--- src/rtl/regfile_seq_ctrl.sv ---
// regfile_seq_ctrl
//   Sequencer that owns the handshake between the decoder, the register
//   file and the ALU. It takes one decoded operation at a time. For LI it
//   issues an address latch with the immediate store. For ALU operations it
//   latches the addresses, pulses the ALU start, waits for the result and
//   strobes the write-back. It then waits for the register file acknowledge
//   and reports completion. Each wait is bounded by TIMEOUT cycles.
//
// Ports
//   clk, rst_n                 clock (rising edge), async active-low reset
//   req_valid/req_ready        decoder handshake; ready only while idle
//   req_op/rs1/rs2/rd/imm/alu_op  operation fields, captured on acceptance
//   rs_addr_valid, rs1_rs2_rd  address latch strobe and {rs1,rs2,rd}
//   rs_store, imme_data        immediate store enable and value
//   rd_wr_en                   ALU result write-back strobe
//   op_done                    register file acknowledge
//   alu_start, alu_op          ALU start pulse and function code
//   alu_done                   ALU result valid
//   busy                       controller is not idle
//   cmpl_valid/err/rd          completion pulse, abort flag, destination
//   err_timeout, err_clr       sticky timeout flag and its clear
//   instr_count                operations retired without error
module regfile_seq_ctrl #(
    parameter int unsigned TIMEOUT = 16,
    parameter int unsigned CNT_W   = 16
) (
    input  logic             clk,
    input  logic             rst_n,
    input  logic             req_valid,
    output logic             req_ready,
    input  logic [1:0]       req_op,
    input  logic [4:0]       req_rs1,
    input  logic [4:0]       req_rs2,
    input  logic [4:0]       req_rd,
    input  logic [31:0]      req_imm,
    input  logic [3:0]       req_alu_op,
    output logic             rs_addr_valid,
    output logic [14:0]      rs1_rs2_rd,
    output logic             rs_store,
    output logic [31:0]      imme_data,
    output logic             rd_wr_en,
    input  logic             op_done,
    output logic             alu_start,
    output logic [3:0]       alu_op,
    input  logic             alu_done,
    output logic             busy,
    output logic             cmpl_valid,
    output logic             cmpl_err,
    output logic [4:0]       cmpl_rd,
    output logic             err_timeout,
    input  logic             err_clr,
    output logic [CNT_W-1:0] instr_count
);

    localparam int unsigned TW = (TIMEOUT > 2) ? $clog2(TIMEOUT) : 1;

    typedef enum logic [2:0] {
        S_IDLE,
        S_ISSUE,
        S_ALU_START,
        S_ALU_WAIT,
        S_WB,
        S_WAIT_ACK,
        S_DONE
    } state_t;

    state_t state, state_nxt;

    logic [4:0]    h_rs1, h_rs2, h_rd;
    logic [31:0]   h_imm;
    logic [3:0]    h_alu_op;
    logic          h_li;
    logic          h_err;
    logic [TW-1:0] tmo_cnt;
    logic          tmo_hit;
    logic          tmo_last;

    assign tmo_last = (tmo_cnt == TW'(TIMEOUT - 1));

    always_comb begin
        state_nxt = state;
        tmo_hit   = 1'b0;
        case (state)
            S_IDLE: begin
                if (req_valid) state_nxt = req_op[1] ? S_DONE : S_ISSUE;
            end
            S_ISSUE:     state_nxt = h_li ? S_WAIT_ACK : S_ALU_START;
            S_ALU_START: state_nxt = S_ALU_WAIT;
            S_ALU_WAIT: begin
                if (alu_done) begin
                    state_nxt = S_WB;
                end else if (tmo_last) begin
                    state_nxt = S_DONE;
                    tmo_hit   = 1'b1;
                end
            end
            S_WB:        state_nxt = S_WAIT_ACK;
            S_WAIT_ACK: begin
                if (op_done) begin
                    state_nxt = S_DONE;
                end else if (tmo_last) begin
                    state_nxt = S_DONE;
                    tmo_hit   = 1'b1;
                end
            end
            S_DONE:      state_nxt = S_IDLE;
            default:     state_nxt = S_IDLE;
        endcase
    end

    always_ff @(posedge clk or negedge rst_n) begin
        if (!rst_n) begin
            state       <= S_IDLE;
            h_rs1       <= '0;
            h_rs2       <= '0;
            h_rd        <= '0;
            h_imm       <= '0;
            h_alu_op    <= '0;
            h_li        <= 1'b0;
            h_err       <= 1'b0;
            tmo_cnt     <= '0;
            err_timeout <= 1'b0;
            instr_count <= '0;
        end else begin
            state <= state_nxt;

            if (state == S_IDLE && req_valid) begin
                h_rs1    <= req_rs1;
                h_rs2    <= req_rs2;
                h_rd     <= req_rd;
                h_imm    <= req_imm;
                h_alu_op <= req_alu_op;
                h_li     <= req_op[0];
                h_err    <= req_op[1];
            end else if (tmo_hit) begin
                h_err <= 1'b1;
            end

            // Counter restarts on every entry into a wait state and only
            // advances while staying in it without an event.
            if ((state == S_ALU_WAIT || state == S_WAIT_ACK) && state_nxt == state)
                tmo_cnt <= tmo_cnt + TW'(1);
            else
                tmo_cnt <= '0;

            // A timeout in the same cycle as err_clr leaves the flag set.
            if (tmo_hit)
                err_timeout <= 1'b1;
            else if (err_clr)
                err_timeout <= 1'b0;

            if (state == S_DONE && !h_err)
                instr_count <= instr_count + CNT_W'(1);
        end
    end

    assign req_ready     = (state == S_IDLE);
    assign busy          = (state != S_IDLE);
    assign rs_addr_valid = (state == S_ISSUE);
    assign rs_store      = (state == S_ISSUE) && h_li;
    assign rs1_rs2_rd    = {h_rs1, h_rs2, h_rd};
    assign imme_data     = h_imm;
    assign alu_start     = (state == S_ALU_START);
    assign alu_op        = h_alu_op;
    assign rd_wr_en      = (state == S_WB);
    assign cmpl_valid    = (state == S_DONE);
    assign cmpl_err      = (state == S_DONE) && h_err;
    assign cmpl_rd       = h_rd;

endmodule
--- config.mk ---
export PLATFORM = sky130hd
export DESIGN_NAME = regfile_seq_ctrl
export DESIGN_NICKNAME = d
export VERILOG_FILES = /design/src/rtl/regfile_seq_ctrl.sv
export SDC_FILE = /design/constraint.sdc
export NUM_CORES = 1
export LEC_CHECK = 0
export BUFFER_PORTS_ARGS = -buffer_cell sky130_fd_sc_hd__buf_2
export CELL_PAD_IN_SITES_DETAIL_PLACEMENT = 1
export CELL_PAD_IN_SITES_GLOBAL_PLACEMENT = 1
export CORE_ASPECT_RATIO = 1.25
export CORE_MARGIN = 4
export CORE_UTILIZATION = 39
export CTS_CLUSTER_DIAMETER = 150
export DETAILED_ROUTE_END_ITERATION = 16
export GPL_ROUTABILITY_DRIVEN = 0
export PLACE_DENSITY_LB_ADDON = 0.1
export SLEW_MARGIN = 15
export SYNTH_ARGS = -nofsm -noshare
export SYNTH_HDL_FRONTEND = slang
export SYNTH_SLANG_ARGS = --single-unit
--- constraint.sdc ---
create_clock -name clk -period 2.7 [get_ports clk]
set_clock_uncertainty 0.05 [all_clocks]
set_input_delay 0.27 -clock clk [delete_from_list [all_inputs] [get_ports clk]]
set_output_delay 0.27 -clock clk [all_outputs]
set_load 0.005 [all_outputs]
# After elaboration in Yosys (flattened, before gate mapping)
# Index checks and enable logic that the tools add are counted.
[word_totals]
out_inout_bits = 81
register_bits = 77
wordCells = 48
in_bits = 59
[classes]
n_reduce_logical = 11
addsub = 2
n_mux = 16
n_eq_ne = 8
[op_table]
columns = ["cell", "n"]
rows = [
  ["two-way mux 3 bit", 6],
  ["one-hot mux 3 bit (6 select lines)", 1],
  ["adder 16 x 1 -> 16 bit (second input constant)", 1],
  ["equality test 3 bit (second input constant)", 3],
  ["two-way mux 1 bit", 7],
  ["equality test 3 x 2 -> 1 bit (second input constant)", 2],
  ["logical AND 1 bit", 5],
  ["adder 4 x 1 -> 4 bit (second input constant)", 1],
  ["equality test 4 bit (second input constant)", 1],
  ["two-way mux 4 bit", 1],
  ["nonzero test 2 bit", 2],
  ["equality test 3 x 1 -> 1 bit (second input constant)", 1],
  ["equality test 3 bit", 1],
  ["zero test 3 bit", 1],
  ["nonzero test 3 bit", 1],
  ["one-hot mux 1 bit (2 select lines)", 1],
  ["zero test 1 bit", 1],
  ["logical OR 1 bit", 1],
]

# Longest topological paths before layout
# Gate-level depths: netlist (run 1).
[depth]
word_depth = 7
depth_mapped = 7

# Worst setup path before layout (run 1)
# OpenSTA, ideal clock, no wires.
[synth_path]
path_kind = "reg-to-reg"
start = "reg state[0]"
end = "reg h_alu_op[0] (netlist: alu_op[0])"
path_stages_with_launch = 7
n_path_buf = 3
arrival_ps = 1463
slack_ps = 1059
required_ps = 2523
cell_sequence = "dfrtp_1 buf_6 nor3_2 and2_1 buf_6 buf_6 mux2_1"
[synth_between]
elab_chain_cells = 2
[synth_lines]
columns = ["item", "line_no", "text"]
rows = [
  ["from (decl)", "67", "state_t state, state_nxt;"],
  ["from (signal assigned)", "125", "state <= state_nxt;"],
  ["zero test 3 bit", "-", ""],
  ["via req_ready", "30", "output logic req_ready,"],
  ["logical AND 1 bit", "127", "if (state == S_IDLE && req_valid) begin"],
  ["to (signal assigned)", "132", "h_alu_op <= req_alu_op;"],
  ["to (decl)", "71", "logic [3:0] h_alu_op;"],
]
# The timed path passes the listed nets, and every way through them passes these cells.
# A chain may end at the register's enable or synchronous reset.

# Worst setup path in the final report (run 1)
[layout_path]
start = "reg state[1]"
end = "reg h_rs1[2]"
[layout_between]
elab_chain_cells = 2
[layout_lines]
columns = ["item", "line_no", "text"]
rows = [
  ["zero test 3 bit", "127", ""],
  ["logical AND 1 bit", "127", ""],
  ["to (signal assigned)", "128", "h_rs1 <= req_rs1;"],
  ["to (decl)", "69", "logic [4:0] h_rs1, h_rs2, h_rd;"],
]
# No other way between the ends.

==> flow_summary.json, run 1 <==
{
  "status": "finished clean",
  "cts_buffers": 9,
  "synth_cell_types": 32,
  "instances_no_fill": 468,
  "grt_pass1_vias": 2366,
  "clk_pin_slew_ps": 80,
  "totalWireLength_mm": 7.62,
  "p_int_uw": 2860,
  "core_um2": 7880,
  "dp.cells": 452,
  "rsz0062_at_grt": "no",
  "start_util_pct": 40.6,
  "maxSlewHeadroom_pct": 35.7,
  "clockPowerShare_pct": 21.7,
  "worst_pin_slew_ps": 964,
  "post_cts_buffers": 0,
  "drcViolationCount": 0,
  "htree_num_levels": 3,
  "p_sw_uw": 1310,
  "cts_tree": "built",
  "die_w_um": 89.1,
  "cpPeakStageDelay_ps": 510,
  "grt-ovfl-total": 0,
  "whs_ps": 27.8,
  "antenna_left": 0,
  "grtUsageTotal_pct": 16.3,
  "yosysSeqAreaShare_pct": 60.2,
  "required_ps": 2870,
  "critPathBufInv": 1,
  "min_path_type": "in -> async",
  "cts_sinks": 77,
  "syn_area_um2": 3200,
  "drive_above_1_share_pct": 44.8,
  "total_power_uw": 4180,
  "drtIter0Drc": 60,
  "finalSetupTns_ps": 0,
  "diodes": 0,
  "p_leak_uw": 0.00208,
  "antenna_found_initial": 0,
  "power_frac_seq_pct": 45.3,
  "setup_viol": 0,
  "max_freq_mhz": 493,
  "die_h_um": 109,
  "p_sw_share_pct": 31.4,
  "cpLargestDelayFamily": "simple AND/OR/NAND/NOR gates",
  "ctsHoldBuffers": 0,
  "avgViaCountPerCell": 4.82,
  "syn_to_final_growth_pct": 28.3,
  "power_density_nw_per_um2": 1020,
  "netlist_instances": 232,
  "path_cells": "nor3_2 -> and2_2 -> buf_4 -> mux2_1",
  "final_common_cell": "buf_2",
  "worstPathMaxFanout": 30,
  "cts_root_buf": "clkbuf_8",
  "fp-row-count": 36,
  "syn_area_per_cell_um2": 13.8,
  "cts_buffer_depth": 2,
  "dr.pass1.iters": 4,
  "port_buffers": 139,
  "ys_ff_latch": 77,
  "routedWlPerCell_um": 16.3,
  "worst_path_max_delay_cell": "dfrtp_1",
  "pwr-share-comb_pct": 33.0,
  "ys_dominant_reg_cell": "dfrtp_1",
  "fin_crit_sh_pct": 75.2,
  "worstPathArrival_ps": 2200,
  "drv_cap": 0,
  "fin_crit_ps": 2030,
  "ios": 140,
  "final_cell_mix": "buf_2 (138), dfrtp_1 (77), mux2_1 (47)",
  "synth_edf_count": 0,
  "crit_type": "reg -> reg",
  "cts_resized": 0,
  "vias": 2256,
  "ys_warn_count": 0,
  "grt_pass1_wl_mm": 11.9,
  "utilization_pct": 52.1,
  "vdd_drop_max_uv": 495,
  "final_max_slew_viol_count": 0,
  "place_hpwl_mm": 5.81,
  "die_area_um2": 9740,
  "hold_viol_final": 0,
  "grt_max_degree": 78,
  "async_flop_share_pct": 100,
  "startpoint_type": "flop",
  "syn_nets": 293,
  "clock_latency_ps": 330,
  "fin_nets": 429,
  "end_kind": "flop"
}
layout make-up:
class,count,area [µm²]
clock buffers,12,165
well taps,95,119
inverters,7,26.3
multi-input cells,132,1110
flip-flops and latches,77,1930
repair buffers,141,713
clock inverters,4,45.0
fillers,877,3770
power groups by stage:
stage | combinational, µW | clock (µW) | sequential, µW
floorplan | 785 | 0 | 1890
global placement | 1370 | 0 | 1890
detailed placement | 1420 | 0 | 1930
CTS | 1420 | 946 | 1900
global route | 1540 | 1010 | 1970
finish | 1380 | 906 | 1890
worst paths after layout:
check / start / end / slack, ps / cells past startpoint
worst min-delay path: rst_n / cmpl_rd[4] / 30 / 1
worst max-delay path: state[1] / h_rs1[2] / 670 / 4
worst min register to register: tmo_cnt[0] / tmo_cnt[0] / 430 / 1
max in group asynchronous: rst_n / state[2] / 1950 / 1
min in group clk: err_clr / err_timeout / 80 / 2
worst max register to register: state[1] / h_rs1[2] / 670 / 4
cells by family (layout without fill, tap and decap cells):
kind of cell	after synthesis	count (layout)	share of synthesized area, %
compound gates	11	11	2.34
simple gates	49	49	8.32
xor+xnor	17	17	4.65
flops	77	77	60.2
buf+inv	23	164	5.12
fa+ha+maj	2	2	0.781
mux	53	53	18.6
synthesized netlist by cell type (2+ instances only):
library cell / n / area share [%]
nor2_1: 10 / 1.2
o21ai_0: 3 / 0.47
buf_6: 7 / 2.5
nand2_1: 10 / 1.2
buf_4: 6 / 1.4
xor2_1: 3 / 0.82
and2_1: 3 / 0.59
buf_2: 2 / 0.31
nand2b_1: 3 / 0.59
mux2_2: 6 / 2.1
a21oi_1: 2 / 0.31
nor3_2: 2 / 0.63
nor3_1: 2 / 0.31
and3_1: 4 / 0.78
nand4_1: 4 / 0.78
inv_1: 7 / 0.82
nand3_1: 7 / 1.1
xnor2_1: 14 / 3.8
ha_1: 2 / 0.78
dfrtp_1: 77 / 60
mux2_1: 47 / 17
sequential cells by signal, summed over array words and instances, names as in the netlist:
signal and cells:
imme_data 32, instr_count 16, cmpl_rd 5, h_rs1 5, h_rs2 5, alu_op 4, tmo_cnt 4, state 3
err_timeout 1, h_err 1, h_li 1
metrics by stage:
step / setup WS, ps / area, µm²
after floorplan: 1060 / 3200
after global placement: 772 / 3900
after detailed placement: 678 / 3900
after CTS: 663 / 4110
after global routing: 552 / 4110
final: 671 / 4110
worst register-to-register path, delay by kind of cell, from the launching register on:
family,cells,cell delay [ps]
buf+inv,1,390
simple gates,2,560
mux,1,400
flops,1,510
layer usage:
metal  part of all wire (%)  routed length, µm  vias to the layer above  global-route usage (%)
met4                    1.1                 87                        0                    5.74
li1                       -                  -                     1058                       -
met2                     51               3890                       84                    26.9
met1                     40               3080                     1105                    20.5
met5                      0                  0                        -                       0
met3                    7.4                564                        9                    4.27
(Power assumes the default switching activity.)
==> run 2: changes to the inputs <==
- CORE_UTILIZATION: 39 -> 36
- clock period: 2.7 -> 1.9 ns (I/O delays scaled with it)
==> run 2 against run 1 <==
Via count up 3.9%. Die area up 7.6%. Combinational power up 52%. First-iteration DRC count down 27%. Core utilization down 2.7 points.
==> flow_summary.json, run 2 (same netlist as run 1, synthesis figures left out) <==
{
  "status": "finished clean",
  "cts_resized": 0,
  "fin_crit_sh_pct": 88.2,
  "final_max_slew_viol_count": 0,
  "ff_latch_area_um2": 1930,
  "clock_latency_ps": 330,
  "min_path_type": "in -> reg",
  "drive_above_1_share_pct": 43.7,
  "grt_max_degree": 45,
  "die_h_um": 113,
  "rsz0062_at_grt": "no",
  "final_common_cell": "buf_2",
  "dp.cells": 482,
  "max_freq_mhz": 597,
  "setup_viol": 0,
  "cts_buffer_depth": 2,
  "final_cell_mix": "buf_2 (138), dfrtp_1 (77), mux2_1 (47)",
  "antenna_found_initial": 1,
  "power_density_nw_per_um2": 1350,
  "cts_tree": "built",
  "end_kind": "flop",
  "worst_pin_slew_ps": 585,
  "core_um2": 8700,
  "die_area_um2": 10500,
  "grt-ovfl-total": 0,
  "syn_to_final_growth_pct": 34.3,
  "grt_pass1_wl_mm": 12.3,
  "place_hpwl_mm": 5.79,
  "vias": 2345,
  "hold_viol_final": 0,
  "layout_setup_ws_ps": 225,
  "fp-row-count": 38,
  "worstPathMaxFanout": 12,
  "crit_type": "reg -> reg",
  "routedWlPerCell_um": 14.9,
  "ctsHoldBuffers": 11,
  "p_leak_uw": 0.00214,
  "grtUsageTotal_pct": 15.0,
  "finalSetupTns_ps": 0,
  "drv_cap": 0,
  "drcViolationCount": 0,
  "vdd_drop_max_uv": 525,
  "totalWireLength_mm": 7.60,
  "instances_no_fill": 510,
  "clk_pin_slew_ps": 80,
  "die_w_um": 92.4,
  "largest_register_ffs": 32,
  "required_ps": 2070,
  "antenna_left": 0,
  "ios": 140,
  "worstPathArrival_ps": 1840,
  "startpoint_type": "flop",
  "drtIter0Drc": 44,
  "total_power_uw": 5790,
  "cts_sinks": 77,
  "fin_crit_ps": 1680,
  "dp_slack_ps": 219,
  "nFillCells": 971,
  "port_buffers": 139,
  "fin_nets": 447,
  "cts_buffers": 9,
  "multi_input_area_um2": 1110,
  "dr.pass1.iters": 4,
  "start_util_pct": 36.8,
  "avgViaCountPerCell": 4.60,
  "post_cts_buffers": 0,
  "htree_num_levels": 3,
  "grt_pass1_vias": 2452,
  "cts_root_buf": "clkbuf_8",
  "maxSlewHeadroom_pct": 61.0
}
[run 2: cell count changes in the layout (fill, tap and decap cells not counted), sizes merged]
cell,delta
clkbuf,-2
diode,+1
clkinvlp,+1
bufinv,-1
dlygate4sd3,+13
buf,+5
[run 2: metrics by stage]
step / instance area [µm²] / utilization, % / hold WS (ps)
final: 4300 / 49.4 / 18.1
after global routing: 4300 / 49.4 / 0.921
after CTS: 4280 / 49.2 / 0.844
after detailed placement: 4010 / 46.0 / 183
after global placement: 4010 / 46.0 / 186
after floorplan: 3200 / - / -156
[run 2: where the power goes]
part	leakage, µW	total [µW]	switching (µW)	internal (µW)
clock	0.0000840	1060	570	493
combinational	0.00111	2100	933	1170
sequential	0.000953	2630	338	2290
[run 2: area by class of cell]
cell class	instances	share of cell area, %
clock buffers	10	3.20
diodes	1	0.0582
clock inverters	4	0.611
flip-flops and latches	77	44.8
repair buffers	159	21.3
inverters	7	0.611
well taps	120	3.49
multi-input cells	132	25.9
[run 2: final timing paths]
path	slack (ps)	depth (start not counted)	from	to
min in group asynchronous	330	2	rst_n	imme_data[0]
max in group asynchronous	840	3	rst_n	imme_data[26]
max reg2reg	220	4	state[1]	h_rs2[0]
max	220	4	state[1]	h_rs2[0]
min reg2reg	420	1	instr_count[15]	instr_count[15]
min	20	2	req_rs1[1]	h_rs1[1]
[run 2: layer usage]
layer / up-vias / track usage [%] / share of wire, %
met4: 0 / 5.85 / 2.1
met5: - / 0 / 0
met1: 1166 / 17.8 / 40
met3: 10 / 4.62 / 7.0
li1: 1093 / - / -
met2: 76 / 25.4 / 51
[run 2: worst max-delay path, stage by stage (launching register included)]
cell,delay (ps)
dfrtp_1,450
nor3_2,230
and2_2,270
buf_4,230
mux2_1,340
